==> src/rtl/alu_pkg.sv <==
// Shared ALU definitions: operator codes, instruction field positions and issue-controller states.
package alu_pkg;

    typedef enum logic [2:0] {
        OpAdd         = 3'b000,
        OpSub         = 3'b001,
        OpGreaterThan = 3'b010,
        OpLessThan    = 3'b011,
        OpLeftShift   = 3'b100,
        OpRightShift  = 3'b101
    } alu_op_e;

    localparam int unsigned UseImmBit = 20;
    localparam int unsigned OprMsb    = 19;
    localparam int unsigned OprLsb    = 17;
    localparam int unsigned RdMsb     = 16;
    localparam int unsigned RdLsb     = 14;
    localparam int unsigned Rs1Msb    = 13;
    localparam int unsigned Rs1Lsb    = 11;
    localparam int unsigned Rs2Msb    = 10;
    localparam int unsigned Rs2Lsb    = 8;
    localparam int unsigned ImmMsb    = 7;
    localparam int unsigned ImmLsb    = 0;

    typedef enum logic [1:0] {
        StIdle  = 2'b00,
        StIssue = 2'b01,
        StWrite = 2'b10
    } issue_state_e;

    // Codes 110 and 111 have no ALU function.
    function automatic logic is_illegal_op(input logic [2:0] op);
        return op[2] & op[1];
    endfunction

endpackage

==> src/rtl/alu_regfile.sv <==
// Register file: two asynchronous read ports, one synchronous write port, r0 reads as zero.
module alu_regfile
    import alu_pkg::*;
#(
    parameter int unsigned DATA_W = 32,
    parameter int unsigned ADDR_W = 3
) (
    input  logic              clk,
    input  logic              reset,
    input  logic [ADDR_W-1:0] i_raddr_a,
    output logic [DATA_W-1:0] o_rdata_a,
    input  logic [ADDR_W-1:0] i_raddr_b,
    output logic [DATA_W-1:0] o_rdata_b,
    input  logic              i_we,
    input  logic [ADDR_W-1:0] i_waddr,
    input  logic [DATA_W-1:0] i_wdata
);

    localparam int unsigned NumRegs = 2 ** ADDR_W;

    logic [DATA_W-1:0] r_regs [NumRegs];

    always_ff @(posedge clk or posedge reset) begin
        if (reset) begin
            for (int i = 0; i < NumRegs; i++) begin
                r_regs[i] <= '0;
            end
        end else if (i_we && (i_waddr != '0)) begin
            r_regs[i_waddr] <= i_wdata;
        end
    end

    assign o_rdata_a = (i_raddr_a == '0) ? '0 : r_regs[i_raddr_a];
    assign o_rdata_b = (i_raddr_b == '0) ? '0 : r_regs[i_raddr_b];

endmodule

==> src/rtl/alu_issue_ctrl.sv <==
// Issue/writeback controller for the 32-bit ALU: IDLE -> ISSUE -> WRITE, one instruction in flight.
// Optional ALU_IMM_OPERAND_EN: instr[20] selects zero-extended imm8 as operand 2.
module alu_issue_ctrl
    import alu_pkg::*;
#(
    parameter int unsigned DATA_W     = 32,
    parameter int unsigned REG_ADDR_W = 3,
    parameter int unsigned INSTR_W    = 21
) (
    input  logic               clk,
    input  logic               reset,
    input  logic [INSTR_W-1:0] instr,
    input  logic               instr_valid,
    output logic               instr_ready,
    output logic [DATA_W-1:0]  alu_op1,
    output logic [DATA_W-1:0]  alu_op2,
    output logic [2:0]         alu_operator,
    input  logic [DATA_W-1:0]  alu_result,
    input  logic               alu_is_zero,
    output logic [DATA_W-1:0]  result_out,
    output logic               zero_flag,
    output logic               done,
    output logic               illegal
);

    issue_state_e r_state, w_state_next;

    logic [DATA_W-1:0]     r_op1, r_op2, r_result;
    logic [2:0]            r_operator;
    logic [REG_ADDR_W-1:0] r_rd;
    logic                  r_illegal, r_zero;

    logic [REG_ADDR_W-1:0] w_rs1, w_rs2, w_rd;
    logic [2:0]            w_opr;
    logic [DATA_W-1:0]     w_rdata_a, w_rdata_b, w_op2;
    logic                  w_accept, w_we;

    assign w_opr = instr[OprMsb:OprLsb];
    assign w_rd  = instr[RdMsb:RdLsb];
    assign w_rs1 = instr[Rs1Msb:Rs1Lsb];
    assign w_rs2 = instr[Rs2Msb:Rs2Lsb];

`ifdef ALU_IMM_OPERAND_EN
    assign w_op2 = instr[UseImmBit] ? {{(DATA_W-8){1'b0}}, instr[ImmMsb:ImmLsb]} : w_rdata_b;
`else
    logic w_unused_imm;
    assign w_unused_imm = ^{instr[UseImmBit], instr[ImmMsb:ImmLsb]};
    assign w_op2        = w_rdata_b;
`endif

    assign instr_ready = (r_state == StIdle);
    assign w_accept    = instr_valid && instr_ready;
    // rd==0 is filtered inside the register file.
    assign w_we        = (r_state == StWrite) && !r_illegal;

    alu_regfile #(
        .DATA_W (DATA_W),
        .ADDR_W (REG_ADDR_W)
    ) u_regfile (
        .clk       (clk),
        .reset     (reset),
        .i_raddr_a (w_rs1),
        .o_rdata_a (w_rdata_a),
        .i_raddr_b (w_rs2),
        .o_rdata_b (w_rdata_b),
        .i_we      (w_we),
        .i_waddr   (r_rd),
        .i_wdata   (r_result)
    );

    always_comb begin
        w_state_next = r_state;
        unique case (r_state)
            StIdle:  if (w_accept) w_state_next = StIssue;
            StIssue: w_state_next = StWrite;
            StWrite: w_state_next = StIdle;
            default: w_state_next = StIdle;
        endcase
    end

    always_ff @(posedge clk or posedge reset) begin
        if (reset) begin
            r_state    <= StIdle;
            r_op1      <= '0;
            r_op2      <= '0;
            r_operator <= '0;
            r_rd       <= '0;
            r_illegal  <= 1'b0;
            r_result   <= '0;
            r_zero     <= 1'b0;
        end else begin
            r_state <= w_state_next;
            if (w_accept) begin
                r_op1      <= w_rdata_a;
                r_op2      <= w_op2;
                r_operator <= w_opr;
                r_rd       <= w_rd;
                r_illegal  <= is_illegal_op(w_opr);
            end
            if ((r_state == StIssue) && !r_illegal) begin
                r_result <= alu_result;
                r_zero   <= alu_is_zero;
            end
        end
    end

    assign alu_op1      = r_op1;
    assign alu_op2      = r_op2;
    assign alu_operator = r_operator;
    assign result_out   = r_result;
    assign zero_flag    = r_zero;
    assign done         = (r_state == StWrite);
    assign illegal      = (r_state == StWrite) && r_illegal;

endmodule

==> config.mk <==
export PLATFORM = sky130hd
export DESIGN_NAME = alu_issue_ctrl
export DESIGN_NICKNAME = d
export VERILOG_FILES = /design/src/rtl/alu_pkg.sv /design/src/rtl/alu_regfile.sv /design/src/rtl/alu_issue_ctrl.sv
export SDC_FILE = /design/constraint.sdc
export NUM_CORES = 1
export LEC_CHECK = 0
export CAP_MARGIN = 20
export CORE_MARGIN = 2
export CORE_UTILIZATION = 41
export CTS_BUF_LIST = sky130_fd_sc_hd__clkbuf_16
export DETAILED_ROUTE_END_ITERATION = 16
export SYNTH_ARGS = -nofsm -noshare
export SYNTH_HDL_FRONTEND = slang
export SYNTH_SLANG_ARGS = --single-unit
==> constraint.sdc <==
create_clock -name clk -period 11.3 [get_ports clk]
set_input_delay 2.825 -clock clk [delete_from_list [all_inputs] [get_ports clk]]
set_output_delay 2.825 -clock clk [all_outputs]
set_load 0.005 [all_outputs]
==> impl_metrics.toml, run 1 <==
[critical_path]
r2r_end = "alu_op1[17]"
slowest_stage = "buf_4"
rrSetupSlack_ps = 8350
required_ps = 11700
max_stage_delay_ps = 850
r2r_start = "r_state[0]"
crit_chain = "clkdlybuf4s50_1, nand2_1, buf_4, inv_4, buf_4, o221ai_1, o22a_1"
path_max_fanout = 87
ff2ff_path_depth = 7
setup.worst_path.start_class = "input pin"
worst_path_most_repeated_cell = "buf_4"
cp-end-kind = "register"
crit_arrival_ps = 5470
critical_path_class = "in2reg"

[grt]
grt-ovfl-total = 0
grt_max_degree = 162
grt_antenna_before_repair = 0
grt_pass1_wl_mm = 66.0
grt_pass1_vias = 11000
track_usage_pct = 21.2

[finish]
area_delta_synth_final_pct = 18.9
layout_common_cells = "330 x dfrtp_1, 272 x mux2_2, 159 x mux2i_1"
multi_input_area_um2 = 7070
n_fill_cell = 3477
layout_commonest_cell = "dfrtp_1"
final_net_count = 1350
register_area_um2 = 8260
antenna_cells_inserted = 0
finalInstanceArea_um2 = 18900
final_core_util_pct = 49.2
drive_above_1_share_pct = 29.4

[floorplanning]
fp-row-count = 72
start_util_pct = 41.3
pin_count = 160
dieArea_um2 = 40400
dieWidth_um = 201
die_h_um = 201
core_um2 = 38500

[power]
p_int_mw = 3.21
max-vdd-ir-drop_uv = 139
switchingPower_mw = 1.39
pwr-share-seq_pct = 46.2
power_mw = 4.60
powerDensity_nw_per_um2 = 243
leakagePower_nw = 8.42
switching_share_pct = 30.2
combPwrFrac_pct = 27.7
p_clk_share_pct = 26.1

[yosys]
yosysWarnings = 0
synth-seq-cells = 330
yosysUniqueCellTypes = 36
synth_nets = 1242
syn_inst = 1185
netlist_area_um2 = 15900
yosysSeqAreaShare_pct = 51.9
avgSynthCellArea_um2 = 13.4

[drt]
drc = 0
vias = 10500
first_pass_iters = 6
drt_iter0_drc = 551
viasPerCell = 5.73
detail-route-antenna-nets = 0
wl_mm = 42.5
post_drt_wl_per_cell_um = 23.1

[min_path]
whs_path_depth = 2
hp-start = "alu_operator[1]"
min_path_type = "reg2reg"
min_to = "alu_operator[1]"

[run]
drv_cap = 0

[clocking]
cts_root_buffer = "clkbuf_16"
cts_buffer_depth = 3
clock_sinks = 330
holdBufCountCts = 0
clkTransAtPathRegs_ps = 60
htreeDepth = 2
cts_resized = 0
numCtsBuffers = 37
postCtsSetupBuffers = 0
cts_tree = "built"
clkLatencyLatePin_ps = 530

[timing]
slew_viol_final = 0
finalCriticalPeriod_ps = 5080
setup_violations = 0
setup-tns-final_ps = 0
worstMarginPinSlew_ps = 1120
fmax_ghz = 0.197
relSlewSlack_pct = 25.6
rsz0062_at_grt = "no"
whs_ps = 475
skew_ps = 26.5
finalHoldViolations = 0
fin_crit_sh_pct = 44.9

[placement]
place_hpwl_mm = 23.4
placed_area_um2 = 17600
place.gp.congestion = 0.729
port_buffers = 150

[status]
status = "complete, no violations"
how the worst max path moves through the flow:
stage | cells past startpoint | to | from
2_1_floorplan | 1 | alu_op1[0] | reset
3_3_place_gp | 7 | alu_op1[17] | instr_valid
3_5_place_dp | 7 | alu_op1[17] | instr_valid
4_1_cts | 7 | alu_op1[17] | instr_valid
5_1_grt | 7 | alu_op1[17] | instr_valid
6_report | 7 | alu_op1[17] | instr_valid
per-stage QoR:
stage | std cells | setup slack (ps)
2_1_floorplan | 1185 | 4070
3_3_place_gp | 1767 | 5760
3_5_place_dp | 1767 | 5760
4_1_cts | 1834 | 6300
5_1_grt | 1839 | 6170
6_report | 1839 | 6220
routing by layer:
layer  track usage, %  vias to the layer above  wire length, µm
met2             34.4                      223            19800
met5                0                        -                0
met3             3.23                       61             1660
met1             29.6                     5540            20100
li1                 -                     4715                -
met4             5.56                        0              937
layout make-up:
cell class              instances  area share (%)
clock buffers                  37            4.90
clock inverters                30            1.40
inverters                       2          0.0728
multi-input cells             751            37.4
flip-flops and latches        330            43.7
well taps                     518            3.43
repair buffers                171            9.11
cells in the mapped netlist, drive strengths merged:
cell type	instances	area, µm²
nor2	28	105
a21oi	32	160
o21ai	8	40.0
o22a	54	473
a2111oi	1	8.76
dfrtp	330	8260
clkbuf	30	113
and3b	1	12.5
a22oi	23	173
nor2b	6	45.0
inv	2	7.51
o221ai	54	473
nor4bb	1	10.0
mux2i	159	1590
mux2	288	3300
mux4	2	45.0
nor3b	2	20.0
and3	2	13.8
a221oi	8	70.1
buf	72	484
nand2	37	139
and2b	1	8.76
a211oi	31	233
a221o	8	80.1
nand2b	2	12.5
and2	2	13.8
nand3	1	5.00
critical path, delay by kind of cell:
family          cells  cell delay, ps
buf+inv             4            1880
compound gates      2             610
simple gates        1              50
flip-flops by register name, summed over array words and instances (netlist names):
signal	cells
result_out	32
r_state	2
r_rd	3
alu_operator	3
r_illegal	1
alu_op1	32
zero_flag	1
u_regfile.r_regs	224
alu_op2	32
kinds of logic (layout without fill, tap and decap cells):
kind of cell	after synthesis	count (layout)	share of synthesized area [%]
buf+inv	104	240	3.80
simple gates	83	83	2.42
flops	330	330	51.9
compound gates	219	219	10.8
mux	449	449	31.1
power groups by stage:
stage / clock, mW / sequential [mW] / combinational [mW]
6_report: 1.20 / 2.12 / 1.27
5_1_grt: 1.28 / 2.21 / 1.39
4_1_cts: 1.23 / 2.12 / 1.29
3_5_place_dp: 0 / 2.14 / 1.28
3_3_place_gp: 0 / 2.12 / 1.26
2_1_floorplan: 0 / 2.01 / 0.826
Note: power is estimated with default switching activity, not from simulation.
==> run 2, diff against run 1 <==
Clock period 11.3 ns to 5.1 ns, I/O delays scaled along.
==> run 2 against run 1 <==
Worst hold slack improved by 3.3 ps. Die area did not move. Cell count fell by 0.38%. Non-clock buffer count fell by 3. Setup slack got worse by 4200 ps. Critical path type is now reg2out. Critical endpoint is now illegal.
==> impl_metrics.toml, run 2 (synthesis results as in run 1) <==
[timing]
setup_violations = 0
setup-tns-final_ps = 0
slew_viol_final = 0
fmax_ghz = 0.330
finalHoldViolations = 0
finalCriticalPeriod_ps = 3030
relSlewSlack_pct = 24.0
worstMarginPinSlew_ps = 1140
fin_crit_sh_pct = 59.5
rsz0062_at_grt = "no"
skew_ps = 15.9

[grt]
grt_pass1_vias = 10800
grt_antenna_before_repair = 0
track_usage_pct = 21.0
grt_max_degree = 98
grt-ovfl-total = 0
grt_pass1_wl_mm = 65.6

[drt]
wl_mm = 42.1
drt_iter0_drc = 587
post_drt_wl_per_cell_um = 23.0
first_pass_iters = 5
vias = 10400
drc = 0
detail-route-antenna-nets = 0
viasPerCell = 5.67

[status]
status = "complete, no violations"

[min_path]
whs_path_depth = 2
hp-start = "alu_operator[0]"
min_to = "alu_operator[0]"
min_path_type = "reg2reg"

[critical_path]
cp-end-kind = "primary output"
setup.worst_path.start_class = "register"
r2r_start = "r_state[0]"
r2r_end = "u_regfile.r_regs[31]"
crit_chain = "nor2b_4, and2_2, clkdlybuf4s50_1"
crit_family = "buffers and inverters"
critical_path_class = "reg2out"
crit_arrival_ps = 1760
path_max_fanout = 4
max_stage_delay_ps = 490
required_ps = 3830
slowest_stage = "clkdlybuf4s50_1"
rrSetupSlack_ps = 2630
ff2ff_path_depth = 5
critPathBufInv = 1

[floorplanning]
fp-row-count = 72
dieWidth_um = 201
die_h_um = 201
pin_count = 160
start_util_pct = 41.3
dieArea_um2 = 40400
core_um2 = 38500

[placement]
place.gp.congestion = 0.729
place_hpwl_mm = 23.7
port_buffers = 150
dp_cells = 1769

[power]
powerDensity_nw_per_um2 = 531
max-vdd-ir-drop_uv = 263
leakagePower_nw = 8.38

[clocking]
cts_buffer_depth = 3
clkLatencyLatePin_ps = 550
cts_root_buffer = "clkbuf_16"
cts_tree = "built"
numCtsBuffers = 38
htreeDepth = 2
clkTransAtPathRegs_ps = 60
postCtsSetupBuffers = 0
cts_resized = 0
clock_sinks = 330
holdBufCountCts = 0

[finish]
layout_commonest_cell = "dfrtp_1"
finalNonFillerCells = 1832
final_core_util_pct = 48.8
final_net_count = 1348
area_delta_synth_final_pct = 18.0
antenna_cells_inserted = 0
regMostFlops = "u_regfile.r_regs"
largest_reg_flops = 224
drive_above_1_share_pct = 28.5
layout_common_cells = "330 x dfrtp_1, 272 x mux2_2, 159 x mux2i_1"

[run]
drv_cap = 0
==> run 2: power by group <==
part	switching (mW)	internal [mW]
Combinational	0.985	1.83
Clock	1.06	1.37
Sequential	1.00	3.70
==> run 2: worst max path at each step <==
| stage | depth (start not counted) | start | end |
|---|---|---|---|
| final | 3 | r_state[0] | illegal |
| after floorplan | 1 | reset | alu_op1[0] |
| after CTS | 3 | r_state[0] | illegal |
| after global placement | 7 | instr_valid | alu_op1[25] |
| after detailed placement | 7 | instr_valid | alu_op1[25] |
| after global routing | 3 | r_state[0] | illegal |
==> run 2: layer usage <==
metal  share of wire [%]  GRT usage [%]  up-vias
met5                   0              0        -
met4                 1.9           4.63        0
met1                  47           29.4     5384
met2                  46           33.6      248
li1                    -              -     4698
met3                 5.2           4.51       62
==> run 2: per-stage QoR <==
stage	power, mW	setup slack, ps	instance area [µm²]	hold slack (ps)
4_1_cts	10.1	2030	18800	486
3_3_place_gp	7.49	1620	17700	467
2_1_floorplan	6.27	-582	15900	470
5_1_grt	10.6	1990	18800	513
3_5_place_dp	7.59	1600	17700	462
6_report	9.95	2070	18800	478
==> run 2: cell type report <==
cell class	count	area, µm²
multi-input combinational	751	7070
timing repair buffer	168	1690
sequential	330	8260
tap	518	648
clock buffer	39	976
inverter	2	13.8
clock inverter	24	96.3
fill	3492	19700
==> run 2: worst min-delay path, stage by stage, from the launching register on <==
cell     delay [ps]
dfrtp_1         340
nand2_1          50
nand2_1          50
==> run 3, diff against run 2 <==
Clock period 5.1 ns to 2.55 ns, I/O delays scaled along.
==> run 3 against run 2 <==
Sequential cell count unchanged. Sequential power rose by 100%. Wire length is 0.20% higher. Clock skew rose by 2.3 ps. Highest routed layer unchanged. Sequential share of layout area decreased by 1.3 points. Combinational power grew 100%. Via count grew 1.5%. Power rose by 100%. Worst hold slack got worse by 1.5 ps. Cell area increased by 3.0%. Clock power rose by 120%.
==> impl_metrics.toml, run 3 (synthesis results as in run 1) <==
[timing]
fin_crit_sh_pct = 94.4
setup-tns-final_ps = 0
worstMarginPinSlew_ps = 545
finalHoldViolations = 0
fin_ws_ps = 144
finalCriticalPeriod_ps = 2410
rsz0062_at_grt = "no"
setup_violations = 0
fmax_ghz = 0.416
skew_ps = 18.2
relSlewSlack_pct = 63.6
slew_viol_final = 0

[critical_path]
ff2ff_path_depth = 5
critPathBufInv = 1
setup.worst_path.start_class = "register"
required_ps = 1910
cp-end-kind = "primary output"
rrSetupSlack_ps = 540
crit_chain = "nor2b_4, and2_2, clkdlybuf4s50_1"
r2r_start = "r_state[0]"
path_max_fanout = 4
critical_path_class = "reg2out"
crit_arrival_ps = 1770
max_stage_delay_ps = 490
r2r_end = "u_regfile.r_regs[147]"
crit_family = "buffers and inverters"
slowest_stage = "clkdlybuf4s50_1"

[finish]
largest_reg_flops = 224
antenna_cells_inserted = 0
drive_above_1_share_pct = 31.0
area_delta_synth_final_pct = 21.5
n_fill_cell = 3427
final_net_count = 1380
layout_common_cells = "330 x dfrtp_1, 272 x mux2_2, 159 x mux2i_1"
finalInstanceArea_um2 = 19300
regMostFlops = "u_regfile.r_regs"
layout_commonest_cell = "dfrtp_1"

[min_path]
min_path_type = "reg2reg"
hp-start = "alu_operator[2]"
min_to = "alu_operator[2]"
whs_path_depth = 2

[placement]
port_buffers = 150
place_hpwl_mm = 26.5
dp_slack_ps = 353
placed_area_um2 = 18100
place.gp.congestion = 0.772

[grt]
grt_pass1_vias = 10800
grt_max_degree = 95
grt-ovfl-total = 0
grt_pass1_wl_mm = 65.9
track_usage_pct = 21.1
grt_antenna_before_repair = 0

[floorplanning]
start_util_pct = 41.3
dieArea_um2 = 40400
pin_count = 160
die_h_um = 201
dieWidth_um = 201
core_um2 = 38500
fp-row-count = 72

[status]
status = "complete, no violations"

[drt]
first_pass_iters = 5
drt_iter0_drc = 558
viasPerCell = 5.65
detail-route-antenna-nets = 0
wl_mm = 42.2
post_drt_wl_per_cell_um = 22.6
drc = 0
vias = 10500

[clocking]
clkTransAtPathRegs_ps = 60
cts_root_buffer = "clkbuf_16"
postCtsSetupBuffers = 0
numCtsBuffers = 38
htreeDepth = 2
clock_sinks = 330
cts_buffer_depth = 3
holdBufCountCts = 0
cts_resized = 0
cts_tree = "built"
clkLatencyLatePin_ps = 550

[power]
powerDensity_nw_per_um2 = 1060
max-vdd-ir-drop_uv = 610
leakagePower_nw = 8.63

[run]
drv_cap = 0
run 3: tightest hold or removal path, stage by stage, from the launching register on:
cell and delay [ps]:
dfrtp_1 340, nand2_1 50, nand2_1 50
run 3: area by class of cell:
type / instances / area (µm²) / area share (%)
clock buffer: 39 / 976 / 5.05
clock inverter: 28 / 200 / 1.04
inverter: 2 / 13.8 / 0.0713
multi-input combinational: 751 / 7070 / 36.6
sequential: 330 / 8260 / 42.8
tap: 518 / 648 / 3.36
timing repair buffer: 200 / 2150 / 11.1
run 3: metal layers:
layer | wire length (µm) | share of wire (%) | global-route usage (%)
met1 | 19800 | 47 | 29.5
met2 | 20100 | 48 | 34.4
met3 | 1650 | 3.9 | 3.62
met4 | 690 | 1.6 | 4.71
met5 | 0 | 0 | 0
run 3: worst max-delay path by stage:
| stage | start | depth (start not counted) | endpoint | slack, ps |
|---|---|---|---|---|
| after floorplan | reset | 1 | alu_op1[0] | -2490 |
| after global placement | instr[8] | 6 | alu_op2[21] | 390 |
| after detailed placement | instr[8] | 6 | alu_op2[21] | 350 |
| after CTS | r_state[0] | 3 | illegal | 80 |
| after global routing | r_state[0] | 3 | illegal | 40 |
| final | r_state[0] | 3 | illegal | 140 |
run 3: power by group:
| group | leakage, nW | internal [mW] | switching [mW] | total, mW |
|---|---|---|---|---|
| Clock | 0.598 | 3.06 | 2.18 | 5.25 |
| Combinational | 3.86 | 3.74 | 1.99 | 5.73 |
| Sequential | 4.18 | 7.41 | 2.02 | 9.43 |
| Total | 8.63 | 14.2 | 6.20 | 20.4 |
run 3: metrics by stage:
| step | hold WS, ps | utilization, % | cells | total power, mW |
|---|---|---|---|---|
| final | 476 | 50.2 | 1868 | 20.4 |
| after detailed placement | 469 | 47.2 | 1801 | 15.3 |
| after global routing | 506 | 50.2 | 1868 | 21.6 |
| after global placement | 471 | 47.2 | 1801 | 15.1 |
| after floorplan | 470 | - | 1185 | 12.5 |
| after CTS | 486 | 50.2 | 1868 | 20.6 |
